--- src/rtl/seq_calculator.sv ---
// Sequential add/sub/mul/div unit with a start/done handshake.
// Multiply is shift-add and divide is restoring, one step per clock, W steps each.
module seq_calculator #(
    parameter int W = 4
) (
    input  logic         clk,
    input  logic         rst_n,
    input  logic         start,
    input  logic [1:0]   op,
    input  logic [W-1:0] a,
    input  logic [W-1:0] b,
    output logic         busy,
    output logic         done,
    output logic [W-1:0] res_lo,
    output logic [W-1:0] res_hi,
    output logic         dz
);

    localparam int CW = $clog2(W);

    localparam logic [1:0] OP_ADD = 2'b00;
    localparam logic [1:0] OP_SUB = 2'b01;
    localparam logic [1:0] OP_DIV = 2'b10;
    localparam logic [1:0] OP_MUL = 2'b11;

    typedef enum logic [1:0] {
        S_IDLE = 2'd0,
        S_RUN  = 2'd1,
        S_DONE = 2'd2
    } state_t;

    state_t         state_q, state_d;
    logic [1:0]     op_q, op_d;
    logic [W-1:0]   mcand_q, mcand_d;
    logic [W-1:0]   hi_q, hi_d;
    logic [W-1:0]   lo_q, lo_d;
    logic [CW-1:0]  cnt_q, cnt_d;
    logic [W-1:0]   res_hi_q, res_hi_d;
    logic [W-1:0]   res_lo_q, res_lo_d;
    logic           dz_q, dz_d;

    logic [W:0]     mul_sum;
    logic [W:0]     div_shift;
    logic [W+1:0]   div_diff;
    logic [W-1:0]   iter_hi, iter_lo;
    logic [W:0]     add_sum;
    logic [2*W-1:0] sub_diff;

    // One multiply or divide step on {hi,lo}; mcand holds the multiplicand or divisor.
    always_comb begin
        mul_sum   = {1'b0, hi_q} + (lo_q[0] ? {1'b0, mcand_q} : {(W+1){1'b0}});
        div_shift = {hi_q, lo_q[W-1]};
        div_diff  = {1'b0, div_shift} - {2'b00, mcand_q};
        iter_hi   = hi_q;
        iter_lo   = lo_q;
        if (op_q == OP_MUL) begin
            iter_hi = mul_sum[W:1];
            iter_lo = {mul_sum[0], lo_q[W-1:1]};
        end else if (div_diff[W+1]) begin
            iter_hi = div_shift[W-1:0];
            iter_lo = {lo_q[W-2:0], 1'b0};
        end else begin
            iter_hi = div_diff[W-1:0];
            iter_lo = {lo_q[W-2:0], 1'b1};
        end
    end

    always_comb begin
        add_sum  = {1'b0, a} + {1'b0, b};
        sub_diff = {{W{1'b0}}, a} - {{W{1'b0}}, b};

        state_d  = state_q;
        op_d     = op_q;
        mcand_d  = mcand_q;
        hi_d     = hi_q;
        lo_d     = lo_q;
        cnt_d    = cnt_q;
        res_hi_d = res_hi_q;
        res_lo_d = res_lo_q;
        dz_d     = dz_q;

        case (state_q)
            S_IDLE, S_DONE: begin
                if (start) begin
                    op_d = op;
                    case (op)
                        OP_ADD: begin
                            {res_hi_d, res_lo_d} = {{(W-1){1'b0}}, add_sum};
                            dz_d    = 1'b0;
                            state_d = S_DONE;
                        end
                        OP_SUB: begin
                            {res_hi_d, res_lo_d} = sub_diff;
                            dz_d    = 1'b0;
                            state_d = S_DONE;
                        end
                        OP_DIV: begin
                            if (b == '0) begin
                                res_lo_d = '1;
                                res_hi_d = a;
                                dz_d     = 1'b1;
                                state_d  = S_DONE;
                            end else begin
                                mcand_d = b;
                                hi_d    = '0;
                                lo_d    = a;
                                cnt_d   = CW'(W-1);
                                state_d = S_RUN;
                            end
                        end
                        default: begin
                            mcand_d = a;
                            hi_d    = '0;
                            lo_d    = b;
                            cnt_d   = CW'(W-1);
                            state_d = S_RUN;
                        end
                    endcase
                end else if (state_q == S_DONE) begin
                    state_d = S_IDLE;
                end
            end
            S_RUN: begin
                hi_d = iter_hi;
                lo_d = iter_lo;
                if (cnt_q == '0) begin
                    res_hi_d = iter_hi;
                    res_lo_d = iter_lo;
                    dz_d     = 1'b0;
                    state_d  = S_DONE;
                end else begin
                    cnt_d = cnt_q - CW'(1);
                end
            end
            default: state_d = S_IDLE;
        endcase
    end

    always_ff @(posedge clk or negedge rst_n) begin
        if (!rst_n) begin
            state_q  <= S_IDLE;
            op_q     <= '0;
            mcand_q  <= '0;
            hi_q     <= '0;
            lo_q     <= '0;
            cnt_q    <= '0;
            res_hi_q <= '0;
            res_lo_q <= '0;
            dz_q     <= 1'b0;
        end else begin
            state_q  <= state_d;
            op_q     <= op_d;
            mcand_q  <= mcand_d;
            hi_q     <= hi_d;
            lo_q     <= lo_d;
            cnt_q    <= cnt_d;
            res_hi_q <= res_hi_d;
            res_lo_q <= res_lo_d;
            dz_q     <= dz_d;
        end
    end

    assign busy   = (state_q == S_RUN);
    assign done   = (state_q == S_DONE);
    assign res_hi = res_hi_q;
    assign res_lo = res_lo_q;
    assign dz     = dz_q;

endmodule

--- config.mk ---
export PLATFORM = sky130hd
export DESIGN_NAME = seq_calculator
export DESIGN_NICKNAME = d
export VERILOG_FILES = /design/src/rtl/seq_calculator.sv
export SDC_FILE = /design/constraint.sdc
export NUM_CORES = 1
export LEC_CHECK = 0
export ABC_CLOCK_PERIOD_IN_PS = 2400
export CAP_MARGIN = 20
export CORE_UTILIZATION = 43
export DETAILED_ROUTE_END_ITERATION = 12
export GPL_ROUTABILITY_DRIVEN = 0
export SKIP_CTS_REPAIR_TIMING = 1
export SLEW_MARGIN = 10
export SYNTH_ARGS = -nofsm -noshare
export SYNTH_HDL_FRONTEND = slang
export SYNTH_SLANG_ARGS = --single-unit
export TNS_END_PERCENT = 1
--- constraint.sdc ---
create_clock -name clk -period 2.4 [get_ports clk]
set_input_delay 0.72 -clock clk [delete_from_list [all_inputs] [get_ports clk]]
set_output_delay 0.72 -clock clk [all_outputs]
set_load 0.005 [all_outputs]
==> summary.txt <==
Status
  • Outcome: finished, final reports clean

Cells and area
  • End-of-flow core utilization: 0.5984
  • Fin cells: 373
  • Share of layout cells above drive strength 1: 0.2320
  • Ant diodes: 0
  • Area Overhead vs Synth: 32.59%
  • Final Net Count: 345

STA
  • Setup violators final: 0
  • Period utilization: 0.9783
  • Max Slew Vio Count: 0
  • Min Tclk post-route: around 2300 ps
  • Headroom to the max-slew limit: 0.6808
  • Hold Fails Final Rpt: 0
  • Worst-margin pin slew: approximately 470 ps
  • Fin Clk Skew: 4.917 ps
  • Fmax: 425.9 MHz
  • RSZ-0062 raised after global routing: true
  • PnR worst setup slack: 52.13 ps

Drt
  • Post-detailed-route via-to-cell ratio: 5.078
  • Total number of vias: 1894
  • Final wirelength: between 5 and 6 mm
  • Avg WL per Cell: between 10 and 15 µm
  • Drt pass-1 iters: 4
  • Residual DRC: 0
  • DRT antenna net count: 0
  • 1st-iter DRT viols: 85

Die
  • Num rows: 25
  • Starting density of the core: 0.4513
  • Die height: 72.64 µm
  • Ports: 24
  • Die Wd: 72.64 µm
  • Die area: roughly 5300 µm²
  • Core area: 4755 µm²

Global route
  • Met3 Use GR: 0.02486
  • GRT Util Overall: 0.2201
  • First-pass GRT wire length: 8.776 mm
  • Met1 Use GR: 0.3172
  • Routing usage on met2: 0.3531
  • Largest net degree at the start of global routing: 28
  • Vias in the first global route: 1814
  • Initial antenna violation count: 0
  • Grt total ovfl: 0
  • Busiest layer in global routing: met2

Synthesis
  • Synth async-reset ratio: 1.000
  • Largest area contributor in the netlist: dfrtp_1
  • Cell count after synthesis: 247
  • Synth unique cells: between 40 and 50
  • Synth Warn #: 0
  • Post-synth EDFFs: 0
  • Area share of the largest cell type after synthesis: 0.3149
  • Sequential element share of the synthesized area: 0.3149
  • Top cells by area, synth: dfrtp_1 31%, ha_1 12%, o21ai_0 5.1%, a21oi_1 4.9%, inv_1 3.8%
  • Most common cell in the synthesized netlist: dfrtp_1
  • Syn Area/Cell: between 8 and 9 µm²
  • Register bit total from synthesis: 27
  • Post-Syn Area: between 2000 and 2500 µm²
  • Main flop type after synthesis: dfrtp_1
  • Post-synth top cells: 27 x dfrtp_1, 22 x inv_1, 22 x nand2_1, 22 x o21ai_0
  • Syn nets: 285

Setup path
  • Startpoint Class: input port
  • CP arrival: around 2500 ps
  • Delay-heaviest family, CP: buffers and inverters
  • CP max FO: 7
  • Worst Setup End Kind: register
  • CP Data Required Time: 2570 ps
  • WS Path Type: input port to register
  • CP cell instances: clkdlybuf4s50_1 > inv_1 > ha_1 > buf_4 > nand3b_1 > a21oi_1 > and3b_1 > o221ai_2 > a31oi_1
  • Worst Path Buf+Inv: 3
  • CP max stage delay: about 540 ps
  • CP max stage cell: clkdlybuf4s50_1

Pwr
  • Clock share of power: 0.089
  • LEAKAGE: 1.382 nW
  • Seq pwr share: 0.287
  • Combinational share of power: 0.624
  • Switch share: 0.4217
  • P_int: 1.723 mW
  • Tot Pwr: 2.979 mW
  • PwrDens: 1047 nW/µm²
  • Peak supply drop: around 0.36 mV
  • NetSw: 1.257 mW

Clock network
  • CTS Buf Count: 3
  • CTS Buffer Depth: 2
  • H-tree depth: 1
  • CTS tree: done
  • Clk root buf: clkbuf_8
  • CTS clock-pin slew for the worst setup and hold paths: 90 ps
  • Clock sink count: 27
  • Clock latency on the worst-skew pair: approximately 280 ps

Job
  • Max_cap viols: 0

Min path
  • Hold crit path type: register to register

Place
  • Setup slack at placement: -464.0 ps
  • HPWL Detailed: 4.309 mm
  • DP Cell Count: ~370
  • Port-buffer cells: 23
metrics by stage:
step           TNS [ps]  hold WS, ps  cell area, µm²
2_1_floorplan         0        424.4            2146
3_3_place_gp      -7455        496.7            2696
3_5_place_dp      -7380        499.6            2696
4_1_cts           -1319        520.5            2745
5_1_grt          -35.03        542.3            2845
6_report              0        509.2            2845
metal layers:
metal  vias up  share of wire
met2        38           0.46
met3         5          0.032
li1        979              -
met1       872           0.50
met4         0          0.011
met5         -              0
cell usage in the layout (no fill, tap or decap), drive strengths merged, types with 2 or more instances in the layout:
master,count
ha,21
clkdlybuf4s50,18
a31oi,4
o21a,5
fa,4
o21ai,23
dlymetal6s2s,5
buf,41
o32a,2
a21o,4
o22ai,2
nor4,2
inv,22
nand2,22
a21oi,21
xor2,4
nand2b,4
mux2i,8
nor2,17
nor3,4
mux2,3
clkbuf,3
o211ai,3
dfrtp,27
or2,3
nor2b,6
and2,5
nand3,5
power groups by stage:
stage / Clock [mW] / Combinational [mW] / Sequential, mW
final: 0.264 / 1.86 / 0.855
after global routing: 0.289 / 2.09 / 0.893
after CTS: 0.270 / 1.80 / 0.856
after detailed placement: 0 / 1.79 / 0.867
after global placement: 0 / 1.77 / 0.863
after floorplan: 0 / 1.15 / 0.827
cells by family (layout without fill, tap and decap cells):
group                    count (synthesis)  in the layout  synth area share
AO/OA/AOI/OAI                           75             75            0.2210
AND/OR/NAND/NOR                         73             73            0.1662
buffers and inverters                   31             90           0.06472
flip-flops                              27             27            0.3149
adder cells (fa/ha/maj)                 25             25            0.1598
multiplexers                            11             11           0.05306
XOR/XNOR                                 5              5           0.02041
final cells by class:
class                   instances  area [µm²]
fillers                       477        1909
multi-input cells             189        1399
clock inverters                 1       7.507
flip-flops and latches         27       675.6
repair buffers                 64       555.5
well taps                      67       83.83
inverters                      22       82.58
clock buffers                   3       41.29
sequential cells by signal (all words and copies together), names as in the netlist:
| signal | count |
|---|---|
| hi_q | 4 |
| lo_q | 4 |
| mcand_q | 4 |
| res_hi | 4 |
| res_lo | 4 |
| cnt_q | 2 |
| op_q | 2 |
| state_q | 2 |
| dz | 1 |
worst min-delay path, delay by kind of cell, from the launching register on:
kind / cells / cell delay [ps]
flops: 1 / 370
compound gates: 1 / 60
simple gates: 1 / 50
final timing paths:
check	start	endpoint	slack, ps	cells past startpoint
worst min-delay path	mcand_q[3]	mcand_q[3]	510	2
worst max register to register	lo_q[0]	res_hi[3]	160	8
worst max-delay path	b[2]	res_lo[3]	50	9
max in group asynchronous	rst_n	mcand_q[1]	1330	2
min in group asynchronous	rst_n	hi_q[1]	810	2
worst min register to register	mcand_q[3]	mcand_q[3]	510	2
Note: power is estimated with default switching activity, not from simulation.
